[src/rtl/ysyx_23060203_pkg.sv]
// Shared definitions for the ysyx_23060203 core: IFU state encoding, AXI response codes, reset PC.
package ysyx_23060203_pkg;

    localparam int unsigned XLEN_DEFAULT = 32;
    localparam logic [31:0] RESET_PC_DEFAULT = 32'h8000_0000;

    localparam logic [1:0] RESP_OKAY = 2'b00;

    typedef enum logic [1:0] {
        S_ADDR = 2'b00,
        S_DATA = 2'b01,
        S_OUT  = 2'b10,
        S_WAIT = 2'b11
    } ifu_state_e;

endpackage

[src/rtl/ysyx_23060203_ifu.sv]
// Instruction fetch unit: one AXI4-Lite read per instruction, handed to decode over valid/ready,
// then waits for the commit side to return the next PC.
// Optional feature macro: YSYX_23060203_IFU_PERF_EN adds fetch/stall performance counters.
module ysyx_23060203_ifu
    import ysyx_23060203_pkg::*;
#(
    parameter int unsigned          XLEN     = XLEN_DEFAULT,
    parameter logic [XLEN-1:0]      RESET_PC = XLEN'(RESET_PC_DEFAULT)
) (
    input  logic            clk,
    input  logic            rstn,
    output logic [XLEN-1:0] mem_araddr,
    output logic            mem_arvalid,
    input  logic            mem_arready,
    input  logic [XLEN-1:0] mem_rdata,
    input  logic [1:0]      mem_rresp,
    input  logic            mem_rvalid,
    output logic            mem_rready,
    output logic [XLEN-1:0] out_inst,
    output logic [XLEN-1:0] out_pc,
    output logic            out_fault,
    output logic            out_valid,
    input  logic            out_ready,
`ifdef YSYX_23060203_IFU_PERF_EN
    output logic [31:0]     perf_fetch_cnt,
    output logic [31:0]     perf_stall_cnt,
`endif
    input  logic [XLEN-1:0] npc,
    input  logic            npc_valid,
    output logic            npc_ready
);

    ifu_state_e      state;
    ifu_state_e      state_n;
    logic [XLEN-1:0] pc;

    logic ar_fire;
    logic r_fire;
    logic out_fire;
    logic npc_fire;

    // Handshakes use the registered flags, so nothing fires in the first cycle after reset.
    assign ar_fire  = mem_arvalid && mem_arready;
    assign r_fire   = mem_rvalid  && mem_rready;
    assign out_fire = out_valid   && out_ready;
    assign npc_fire = npc_valid   && npc_ready;

    assign mem_araddr = pc;

    // Next-state logic: advance only on the handshake owned by the current state.
    always_comb begin
        state_n = state;
        case (state)
            S_ADDR:  if (ar_fire)  state_n = S_DATA;
            S_DATA:  if (r_fire)   state_n = S_OUT;
            S_OUT:   if (out_fire) state_n = S_WAIT;
            S_WAIT:  if (npc_fire) state_n = S_ADDR;
            default: state_n = S_ADDR;
        endcase
    end

    // State, PC, captured instruction and per-state handshake flags (decoded from next state).
    always_ff @(posedge clk) begin
        if (!rstn) begin
            state       <= S_ADDR;
            pc          <= RESET_PC;
            out_inst    <= '0;
            out_pc      <= '0;
            out_fault   <= 1'b0;
            mem_arvalid <= 1'b0;
            mem_rready  <= 1'b0;
            out_valid   <= 1'b0;
            npc_ready   <= 1'b0;
        end else begin
            state       <= state_n;
            mem_arvalid <= (state_n == S_ADDR);
            mem_rready  <= (state_n == S_DATA);
            out_valid   <= (state_n == S_OUT);
            npc_ready   <= (state_n == S_WAIT);
            if (r_fire) begin
                out_inst  <= mem_rdata;
                out_pc    <= pc;
                out_fault <= (mem_rresp != RESP_OKAY);
            end
            if (npc_fire) begin
                pc <= npc;
            end
        end
    end

`ifdef YSYX_23060203_IFU_PERF_EN
    logic stall;

    assign stall = ((state == S_ADDR) && !ar_fire) || ((state == S_DATA) && !r_fire);

    // Wrapping counters: delivered instructions and cycles spent waiting on memory.
    always_ff @(posedge clk) begin
        if (!rstn) begin
            perf_fetch_cnt <= 32'd0;
            perf_stall_cnt <= 32'd0;
        end else begin
            if (out_fire) perf_fetch_cnt <= perf_fetch_cnt + 32'd1;
            if (stall)    perf_stall_cnt <= perf_stall_cnt + 32'd1;
        end
    end
`endif

endmodule

[config.mk]
export PLATFORM = sky130hd
export DESIGN_NAME = ysyx_23060203_ifu
export DESIGN_NICKNAME = d
export VERILOG_FILES = /design/src/rtl/ysyx_23060203_pkg.sv /design/src/rtl/ysyx_23060203_ifu.sv
export SDC_FILE = /design/constraint.sdc
export NUM_CORES = 1
export LEC_CHECK = 0
export BUFFER_PORTS_ARGS = -buffer_cell sky130_fd_sc_hd__buf_2
export CORE_MARGIN = 2
export CORE_UTILIZATION = 30
export CTS_BUF_LIST = sky130_fd_sc_hd__clkbuf_16
export CTS_CLUSTER_DIAMETER = 50
export DETAILED_ROUTE_END_ITERATION = 6
export SLEW_MARGIN = 20
export SYNTH_ARGS = -nofsm -noshare
export SYNTH_HDL_FRONTEND = slang
export SYNTH_SLANG_ARGS = --single-unit
[constraint.sdc]
create_clock -name clk -period 1.55 [get_ports clk]
set_input_delay 0.31 -clock clk [delete_from_list [all_inputs] [get_ports clk]]
set_output_delay 0.31 -clock clk [all_outputs]
set_load 0.03 [all_outputs]
==> results.py <==
metrics = {
    "clock_network": {
        "clock-sinks": 103,
        "path_clk_slew_ns": 0.07,
        "cts_resized": 0,
        "hold_buffers": 0,
        "clk-insertion-delay-late_ns": 0.34,
        "root_buffer": "clkbuf_16",
        "clockBufferDepth": 2,
        "htreeDepth": 3,
        "cts-buffers-inserted": 9,
        "postCtsSetupRepairBufs": 0,
        "cts_tree": "done",
    },
    "synthesis": {
        "synth_area_per_cell_sq_um": 8.12,
        "ys_seq_area_share_pct": 57.2,
        "yosysWarnings": 0,
        "syn_nets": 516,
        "syn_area_sq_mm": 0.00361,
        "ys_types": 23,
        "synth-seq-cells": 103,
        "synthCells": 444,
    },
    "setup_path": {
        "cp_slowest_stage_delay_ns": 0.37,
        "cpLargestDelayFamily": "flip-flops",
        "reg2reg_depth": 4,
        "required_ns": 1.24,
        "regToRegStartpoint": "mem_rready",
        "worstSetupStartpointType": "flop",
        "path_cells": "buf_2",
        "end_kind": "output port",
        "crit_buf_inv": 1,
        "reg2reg_slack_ns": 0.34,
        "cp_slowest_cell": "dfxtp_1",
        "cp_max_fo": 4,
        "critical_path_arrival_ns": 0.94,
        "rr_endpoint": "out_pc[13]",
        "worst-setup-path-type": "flop to output port",
    },
    "floorplanning": {
        "die_area_sq_mm": 0.0129,
        "core_area_sq_mm": 0.0119,
        "die_h_um": 114,
        "start_util_pct": 30.4,
        "die_w_um": 114,
        "io_pins": 173,
        "num_rows": 40,
    },
    "timing": {
        "finalHoldViolCount": 0,
        "setup_viol": 0,
        "worstMarginPinSlew_ns": 0.384,
        "fmax_mhz": 801,
        "worst_slack_ns": 0.301,
        "slew_violations": 0,
        "tns_ns": 0,
        "slew_headroom_pct": 74.4,
        "layout_min_cycle_time_ns": 1.25,
        "fin_skew_ns": 0.00424,
        "finalCritPeriodShare_pct": 80.6,
        "rsz0062_at_grt": "no",
    },
    "placed_design": {
        "post-place-ws_ns": 0.299,
        "port_buffers": 172,
        "gp_congestion": 0.763,
        "dpl.hpwl_um": 6580,
    },
    "global_routing": {
        "track_usage_pct": 14.8,
        "grt_antenna_before_repair": 1,
        "grt.overflow.total": 0,
        "grt_pass1_vias": 3287,
        "grt_pass1_wl_um": 15300,
        "grt_max_degree": 62,
    },
    "power": {
        "p_leak_nw": 2.14,
        "vdd.ir_drop.worst_mv": 0.419,
        "power_density_mw_per_mm2": 1100,
        "p_total_w": 0.00535,
    },
    "route": {
        "vias_per_cell": 4.50,
        "first_pass_iters": 4,
        "drtAntennaViolNets": 0,
        "wl_per_cell_um": 12.4,
        "drtIter0Drc": 177,
        "num_vias": 3405,
        "wl_um": 9410,
        "drcViolationCount": 0,
    },
    "hold_path": {
        "holdCritPathClass": "input port to flop",
        "hold_depth": 3,
        "min-delay-start": "npc[31]",
        "hold_path_end": "mem_araddr[31]",
    },
    "layout": {
        "layout_commonest_cell": "nand2_1",
        "syn_to_final_growth_pct": 35.4,
        "final_layout_size_suffix_gt1_share_pct": 33.3,
        "final_nets": 676,
        "fillers": 1250,
        "layout_common_cells": "nand2_1, buf_2, dfxtp_1, a21oi_1, clkbuf_16",
    },
    "job": {
        "drv_cap": 0,
    },
    "run_status": {
        "status": "complete, no violations",
    },
}
synthesized netlist by cell type, drive strengths merged:
master | count | share of area (%)
o221ai | 1 | 0.42
clkbuf | 7 | 0.73
inv | 1 | 0.10
a211o | 1 | 0.24
buf | 24 | 4.7
nor2b | 1 | 0.17
nor3 | 2 | 0.28
a211oi | 1 | 0.21
a21boi | 1 | 0.21
dfxtp | 103 | 57
and3 | 1 | 0.17
nand4 | 1 | 0.17
and3b | 1 | 0.24
nand2 | 197 | 20
nor3b | 1 | 0.35
nor2 | 1 | 0.10
a31o | 1 | 0.24
and2 | 3 | 0.66
nand3 | 1 | 0.14
a21oi | 95 | 13
per-layer routing:
| metal | GRT usage [%] | share of wire, % | vias to the layer above |
|---|---|---|---|
| met1 | 17.5 | 44 | 1536 |
| met4 | 7.72 | 2.6 | 0 |
| li1 | - | - | 1756 |
| met3 | 3.51 | 5.6 | 14 |
| met5 | 0 | 0 | - |
| met2 | 25.1 | 48 | 99 |
registers in the layout, summed over array words and instances, names as in the netlist:
| signal | flops |
|---|---|
| mem_araddr | 32 |
| out_inst | 32 |
| out_pc | 32 |
| state | 2 |
| mem_arvalid | 1 |
| mem_rready | 1 |
| npc_ready | 1 |
| out_fault | 1 |
| out_valid | 1 |
metrics by stage:
step | hold slack (ns) | utilization, % | std cells | instance area [sq um]
detailed placement | 0.445 | 38.7 | 740 | 4590
global placement | 0.438 | 38.7 | 740 | 4590
finish | 0.172 | 41.2 | 757 | 4890
floorplan | 0.382 | - | 444 | 3610
CTS | 0.157 | 41.2 | 756 | 4880
global route | 0.178 | 41.2 | 757 | 4890
layout make-up:
class / instances / area (sq um) / share of cell area, %
Clock buffer: 9 / 225 / 4.61
Clock inverter: 7 / 63.8 / 1.31
Inverter: 1 / 3.75 / 0.0768
Timing Repair Buffer: 180 / 996 / 20.4
Multi-Input combinational cell: 309 / 1350 / 27.6
Antenna cell: 1 / 2.50 / 0.0512
Tap cell: 147 / 184 / 3.76
Sequential cell: 103 / 2060 / 42.2
how the worst max path moves through the flow:
stage | endpoint | slack [ns] | startpoint | depth (start not counted)
floorplan | npc_ready | 0.32 | npc_ready | 4
finish | mem_rready | 0.30 | mem_rready | 1
detailed placement | out_pc[13] | 0.30 | mem_rvalid | 5
global route | out_pc[8] | 0.20 | mem_rready | 4
CTS | npc_ready | 0.28 | npc_ready | 1
global placement | out_pc[3] | 0.35 | mem_rvalid | 5
logic make-up (layout without fill, tap and decap cells):
group / count (synthesis) / in the layout / share of synthesized area [%]
AO/OA/AOI/OAI: 100 / 100 / 14.5
buffers and inverters: 32 / 197 / 5.55
flip-flops: 103 / 103 / 57.2
other: 0 / 1 / 0
AND/OR/NAND/NOR: 209 / 209 / 22.8
power by group:
group	total (W)	switching, W	leakage (nW)	internal (W)
sequential	0.00272	0.0000256	0.832	0.00269
combinational	0.000424	0.000267	1.17	0.000157
clock	0.00221	0.000973	0.139	0.00124
No activity file was read; power rests on OpenSTA's default activity.
